$ cat src/rtl/bit_serializer_pkg.sv
// Shared types and constants for bit_serializer.
// BIT_SERIALIZER_PARITY_EN adds a trailing even-parity bit to every word.
package bit_serializer_pkg;

  typedef enum logic {
    ST_IDLE  = 1'b0,
    ST_SHIFT = 1'b1
  } state_t;

  localparam int unsigned DEF_WIDTH      = 8;
  localparam logic        DEF_IDLE_LEVEL = 1'b0;

`ifdef BIT_SERIALIZER_PARITY_EN
  localparam bit PARITY_EN = 1'b1;
`else
  localparam bit PARITY_EN = 1'b0;
`endif

  // Serial bit slots per word: data bits plus an optional parity bit.
  function automatic int unsigned nbits_f(input int unsigned width, input bit parity_en);
    return parity_en ? width + 1 : width;
  endfunction

endpackage

$ cat src/rtl/ser_shift_reg.sv
// Loadable shift register; next_bit is the bit that follows the current head.
// 1-cycle load/shift; no backpressure, ld takes priority over shift_en.
module ser_shift_reg #(
  parameter int unsigned WIDTH     = 8,
  parameter bit          MSB_FIRST = 1'b1
) (
  input  logic             clk,
  input  logic             rst_n,
  input  logic             ld,
  input  logic [WIDTH-1:0] ld_dat,
  input  logic             shift_en,
  output logic             next_bit
);

  logic [WIDTH-1:0] sreg_q;
  logic [WIDTH-1:0] sreg_d;

  always_comb begin
    sreg_d = sreg_q;
    if (ld) begin
      sreg_d = ld_dat;
    end else if (shift_en) begin
      if (MSB_FIRST) sreg_d = {sreg_q[WIDTH-2:0], 1'b0};
      else           sreg_d = {1'b0, sreg_q[WIDTH-1:1]};
    end
  end

  always_ff @(posedge clk or negedge rst_n) begin
    if (!rst_n) sreg_q <= '0;
    else        sreg_q <= sreg_d;
  end

  // The head bit is already on x; the top registers the one behind it.
  assign next_bit = MSB_FIRST ? sreg_q[WIDTH-2] : sreg_q[1];

endmodule

$ cat src/rtl/bit_serializer.sv
// Serializes a parallel word onto x, one bit per clock; first bit 1 cycle after load accept.
// ready drops while shifting and rises in the last bit cycle for gapless words; BIT_SERIALIZER_PARITY_EN adds parity.
module bit_serializer
  import bit_serializer_pkg::*;
#(
  parameter int unsigned WIDTH      = DEF_WIDTH,
  parameter bit          MSB_FIRST  = 1'b1,
  parameter logic        IDLE_LEVEL = DEF_IDLE_LEVEL
) (
  input  logic             clk,
  input  logic             rst,
  input  logic             load,
  input  logic [WIDTH-1:0] din,
  output logic             ready,
  output logic             x,
  output logic             valid,
  output logic             done
);

  localparam int unsigned NBITS = nbits_f(WIDTH, PARITY_EN);
  localparam int unsigned CW    = $clog2(WIDTH + 2);

  state_t        state_q, state_d;
  logic [CW-1:0] cnt_q, cnt_d;
  logic          x_q, x_d;
  logic          valid_q, valid_d;
  logic          ready_q, ready_d;
  logic          done_q, done_d;
  logic          arm_q, arm_d;
`ifdef BIT_SERIALIZER_PARITY_EN
  logic          par_q, par_d;
`endif

  logic sr_ld;
  logic sr_shift;
  logic next_bit;
  logic accept;
  logic last_bit;
  logic first_bit;

  ser_shift_reg #(
    .WIDTH    (WIDTH),
    .MSB_FIRST(MSB_FIRST)
  ) u_sreg (
    .clk     (clk),
    .rst_n   (rst),
    .ld      (sr_ld),
    .ld_dat  (din),
    .shift_en(sr_shift),
    .next_bit(next_bit)
  );

  // arm_q keeps the edge that releases reset from accepting a load.
  assign accept    = load && ready_q && arm_q;
  assign last_bit  = (state_q == ST_SHIFT) && (cnt_q == CW'(NBITS - 1));
  assign first_bit = MSB_FIRST ? din[WIDTH-1] : din[0];

  always_comb begin
    state_d  = state_q;
    cnt_d    = cnt_q;
    x_d      = x_q;
    valid_d  = valid_q;
    ready_d  = ready_q;
    done_d   = 1'b0;
    arm_d    = 1'b1;
    sr_ld    = 1'b0;
    sr_shift = 1'b0;
`ifdef BIT_SERIALIZER_PARITY_EN
    par_d    = par_q;
`endif

    if (state_q == ST_SHIFT && !last_bit) begin
      cnt_d    = cnt_q + CW'(1);
      sr_shift = 1'b1;
      valid_d  = 1'b1;
      ready_d  = ((cnt_q + CW'(1)) == CW'(NBITS - 1));
`ifdef BIT_SERIALIZER_PARITY_EN
      x_d      = (cnt_q == CW'(WIDTH - 1)) ? par_q : next_bit;
`else
      x_d      = next_bit;
`endif
    end else begin
      done_d = last_bit;
      if (accept) begin
        state_d = ST_SHIFT;
        cnt_d   = '0;
        x_d     = first_bit;
        valid_d = 1'b1;
        ready_d = 1'b0;
        sr_ld   = 1'b1;
`ifdef BIT_SERIALIZER_PARITY_EN
        par_d   = ^din;
`endif
      end else begin
        state_d = ST_IDLE;
        cnt_d   = '0;
        x_d     = IDLE_LEVEL;
        valid_d = 1'b0;
        ready_d = 1'b1;
      end
    end
  end

  always_ff @(posedge clk or negedge rst) begin
    if (!rst) begin
      state_q <= ST_IDLE;
      cnt_q   <= '0;
      x_q     <= IDLE_LEVEL;
      valid_q <= 1'b0;
      ready_q <= 1'b1;
      done_q  <= 1'b0;
      arm_q   <= 1'b0;
`ifdef BIT_SERIALIZER_PARITY_EN
      par_q   <= 1'b0;
`endif
    end else begin
      state_q <= state_d;
      cnt_q   <= cnt_d;
      x_q     <= x_d;
      valid_q <= valid_d;
      ready_q <= ready_d;
      done_q  <= done_d;
      arm_q   <= arm_d;
`ifdef BIT_SERIALIZER_PARITY_EN
      par_q   <= par_d;
`endif
    end
  end

  assign x     = x_q;
  assign valid = valid_q;
  assign ready = ready_q;
  assign done  = done_q;

endmodule

$ cat config.mk
export PLATFORM = sky130hd
export DESIGN_NAME = bit_serializer
export DESIGN_NICKNAME = d
export VERILOG_FILES = /design/src/rtl/bit_serializer_pkg.sv /design/src/rtl/ser_shift_reg.sv /design/src/rtl/bit_serializer.sv
export SDC_FILE = /design/constraint.sdc
export NUM_CORES = 1
export LEC_CHECK = 0
export CORE_MARGIN = 10
export CORE_UTILIZATION = 35
export DETAILED_ROUTE_END_ITERATION = 12
export HOLD_SLACK_MARGIN = 0.05
export SYNTH_ARGS = -nofsm -noshare
export SYNTH_HDL_FRONTEND = slang
export SYNTH_SLANG_ARGS = --single-unit
$ cat constraint.sdc
create_clock -name clk -period 1.36 [get_ports clk]
set_clock_uncertainty 0.05 [all_clocks]
set_input_delay 0.272 -clock clk [delete_from_list [all_inputs] [get_ports clk]]
set_output_delay 0.272 -clock clk [all_outputs]
set_load 0.01 [all_outputs]
==> summary.md <==
| Metric | Value |
|---|---|
| Status | `finished with violations` |
| Failing checks | `setup timing` |
| Adder-cell share of the synthesized area | `3.22%` |
| Routed WL | `1530 um` |
| Fillcell total | `214` |
| Bufs on Longest Clock Path | `2` |
| Distinct cell type count after synthesis | `19` |
| Die W | `67.2 um` |
| Synth Flop Type | `dfrtp_1` |
| Async set-reset flop share out of synthesis | `100%` |
| DP HPWL | `1070 um` |
| Fraction of layout cells with a size suffix above 1 | `41.2%` |
| Count leader, synth | `dfrtp_1` |
| Placed cells | `104` |
| Total CTS buffers | `3` |
| Crit start category | `flip-flop` |
| ANT nets after route | `0` |
| Met2 WL post-DR | `760 um` |
| DR iter-0 viols | `8` |
| Setup violators final | `8` |
| Min Tclk post-route | `1.46 ns` |
| Register area share after synthesis | `54.8%` |
| Residual DRC | `0` |
| Cells taking the most area after synthesis | `dfrtp_1, mux2_4, dfstp_2` |
| Worst R2R Setup Slack | `-0.1 ns` |
| Nets | `99` |
| Port bufs | `14` |
| Seq cells post-synth | `17` |
| Most Frequent Cell on Critical Path | `mux2_4` |
| Synth Area in Simple Gates | `7.56%` |
| Layout Area Growth over Synthesis | `38.1%` |
| Cell accounting for the most synthesized area | `dfrtp_1` |
| IR drop worst, VDD | `0.00125 V` |
| Drt pass-1 iters | `4` |
| Top-area cell type share of the netlist area | `51.4%` |
| Die area | `4510 um^2` |
| Synthesized area per cell | `14.1 um^2` |
| Gr ovfl total | `0` |
| Max Clk Rate | `0.686 GHz` |
| Area after DPL | `1000 um^2` |
| Max H-tree Level | `1` |
| Clk root buf | `clkbuf_4` |
| Antenna violations before repair | `0` |
| Synth Net Count | `68` |
| Complex-gate fraction of the synthesized area | `1.93%` |
| Fin. max-slew vios | `0` |
| Max incr delay on CP | `0.59 ns` |
| Worst Hold Class | `input pin to async pin` |
| RSZ-0062 raised after global routing | `yes` |
| TritonCTS clock tree | `done` |
| Met3 Wirelength | `91 um` |
| Total GRT Usage | `7.36%` |
| Per-cell routed wire length | `13.5 um` |
| Synth warnings | `0` |
| Largest net degree at the start of global routing | `11` |
| First-pass GRT wire length | `2490 um` |
| Die height | `67.2 um` |
| Core Util, Final | `49.5%` |
| Rows | `17` |
| Slowest CP cell | `dfstp_2` |
| Number of top-level pins | `15` |
| Power per cell area | `1710 nW/um^2` |
| Final hold vios | `0` |
| Crit path DAT | `1.59 ns` |
| Vias in the first global route | `535` |
| CP required | `1.49 ns` |
| DR top layer | `met4` |
| Count of flip-flops with a built-in enable after synthesis | `0` |
| Cells after synthesis | `55` |
| Worst-path clk slew | `0.10 ns` |
| Max-cap violations | `0` |
| Crit share post-route | `107%` |
| Routability congestion estimate from global placement | `0.737` |
| CP cell instances | `nand3_4 > mux2_4 > mux2_4` |
| Leakage | `0.541 nW` |
| Largest family of logic cells by synthesized area | `multiplexers` |
| Top cells by count, synth | `dfrtp_1, mux2_4, nor2_1` |
| Mux contribution to synthesized area | `25.4%` |
| Cell Area, Synth | `778 um^2` |
| Kind of critical path | `flip-flop to flip-flop` |
| Reg-to-Reg Start | `ready` |
| R2R Path End | `u_sreg.sreg_q[5]` |
| Max FO, Critical Path | `5` |
| XOR/XNOR share of the synthesized area | `2.25%` |
| Design area | `1070 um^2` |
| Final worst slack | `-0.0973 ns` |
| DRT met1 WL | `655 um` |
| Vias per cell | `4.56` |
| Initial Util | `35.9%` |
| Vias post-DR | `515` |
| Non-filler cells, final | `113` |
| Clock latency on the worst-skew pair | `0.29 ns` |
| Kind of end point of the critical path | `flip-flop` |
| Antenna cells | `0` |
| Sink Count | `17` |
| Cells on worst reg2reg path | `3` |
| Core ar. | `2170 um^2` |
timing repair:
| action | in CTS | in global routing |
|---|---|---|
| hold buffers | 0 | 0 |
| pin swaps | 1 | 0 |
| cloned | 0 | 1 |
| endpoints found under the setup margin | 13 | 13 |
| buffers inserted | 1 | 3 |
| resized for setup | 6 | 4 |
worst max-delay path, delay by kind of cell, from the launching register on:
kind / cells / cell delay, ns
multiplexers: 2 / 0.58
flip-flops: 1 / 0.59
AND/OR/NAND/NOR: 1 / 0.13
layer usage:
metal,track usage (%),vias to the layer above
met4,3.85,0
met1,8.80,258
met5,0,-
li1,-,243
met2,10.7,10
met3,3.64,4
kinds of logic (layout without fill, tap and decap cells):
group / after synthesis / in the layout
buffers and inverters: 5 / 34
and+or+nand+nor: 12 / 13
AOI/OAI and AO/OA: 2 / 2
muxes: 14 / 14
xor gates and xnor gates: 2 / 2
other: 1 / 1
adders and majority gates: 2 / 2
DFF: 17 / 17
per-stage QoR:
stage	TNS (ns)	hold WS, ns	power (mW)	setup WS [ns]
after floorplan	-0.619	-0.0736	1.29	-0.114
after global placement	-3.04	0.430	1.53	-0.421
after detailed placement	-3.11	0.433	1.55	-0.436
after CTS	-0.757	0.126	1.83	-0.111
after global routing	-1.20	0.130	1.99	-0.136
final	-0.569	0.133	1.84	-0.0973
cell usage in the layout (no fill, tap or decap), types with 2 or more instances in the layout:
cell,synthesis,routed
nor2_1,6,6
clkdlybuf4s50_1,0,10
dfrtp_1,16,16
nand2_1,2,2
mux2_4,11,12
dlygate4sd2_1,0,3
inv_1,3,3
buf_4,0,13
clkbuf_4,0,3
power by group:
group	total (mW)	internal, mW	switching, mW
Sequential	0.790	0.678	0.111
Clock	0.270	0.114	0.156
Combinational	0.778	0.466	0.312
worst max-delay path by stage:
stage          startpoint                to  slack, ns  cells after the start
3_5_place_dp         load  u_sreg.sreg_q[5]      -0.44                      4
5_1_grt          cnt_q[1]             ready      -0.14                      5
2_1_floorplan       ready  u_sreg.sreg_q[3]      -0.11                      4
3_3_place_gp         load  u_sreg.sreg_q[3]      -0.42                      4
4_1_cts             ready  u_sreg.sreg_q[5]      -0.11                      3
6_report            ready  u_sreg.sreg_q[5]       -0.1                      3
final cells by class:
type / count / area [um^2] / area share [%]
tap: 28 / 35.0 / 3.26
timing repair buffer: 27 / 229 / 21.3
multi-input combinational: 34 / 347 / 32.2
inverter: 3 / 11.3 / 1.05
clock buffer: 4 / 26.3 / 2.44
sequential: 17 / 427 / 39.7
state kept, by name, indices dropped and copies added, names as in the netlist:
register       cells
done               1
state_q            1
u_sreg.sreg_q      7
arm_q              1
valid              1
x                  1
ready              1
cnt_q              4
No activity file was read; power rests on OpenSTA's default activity.
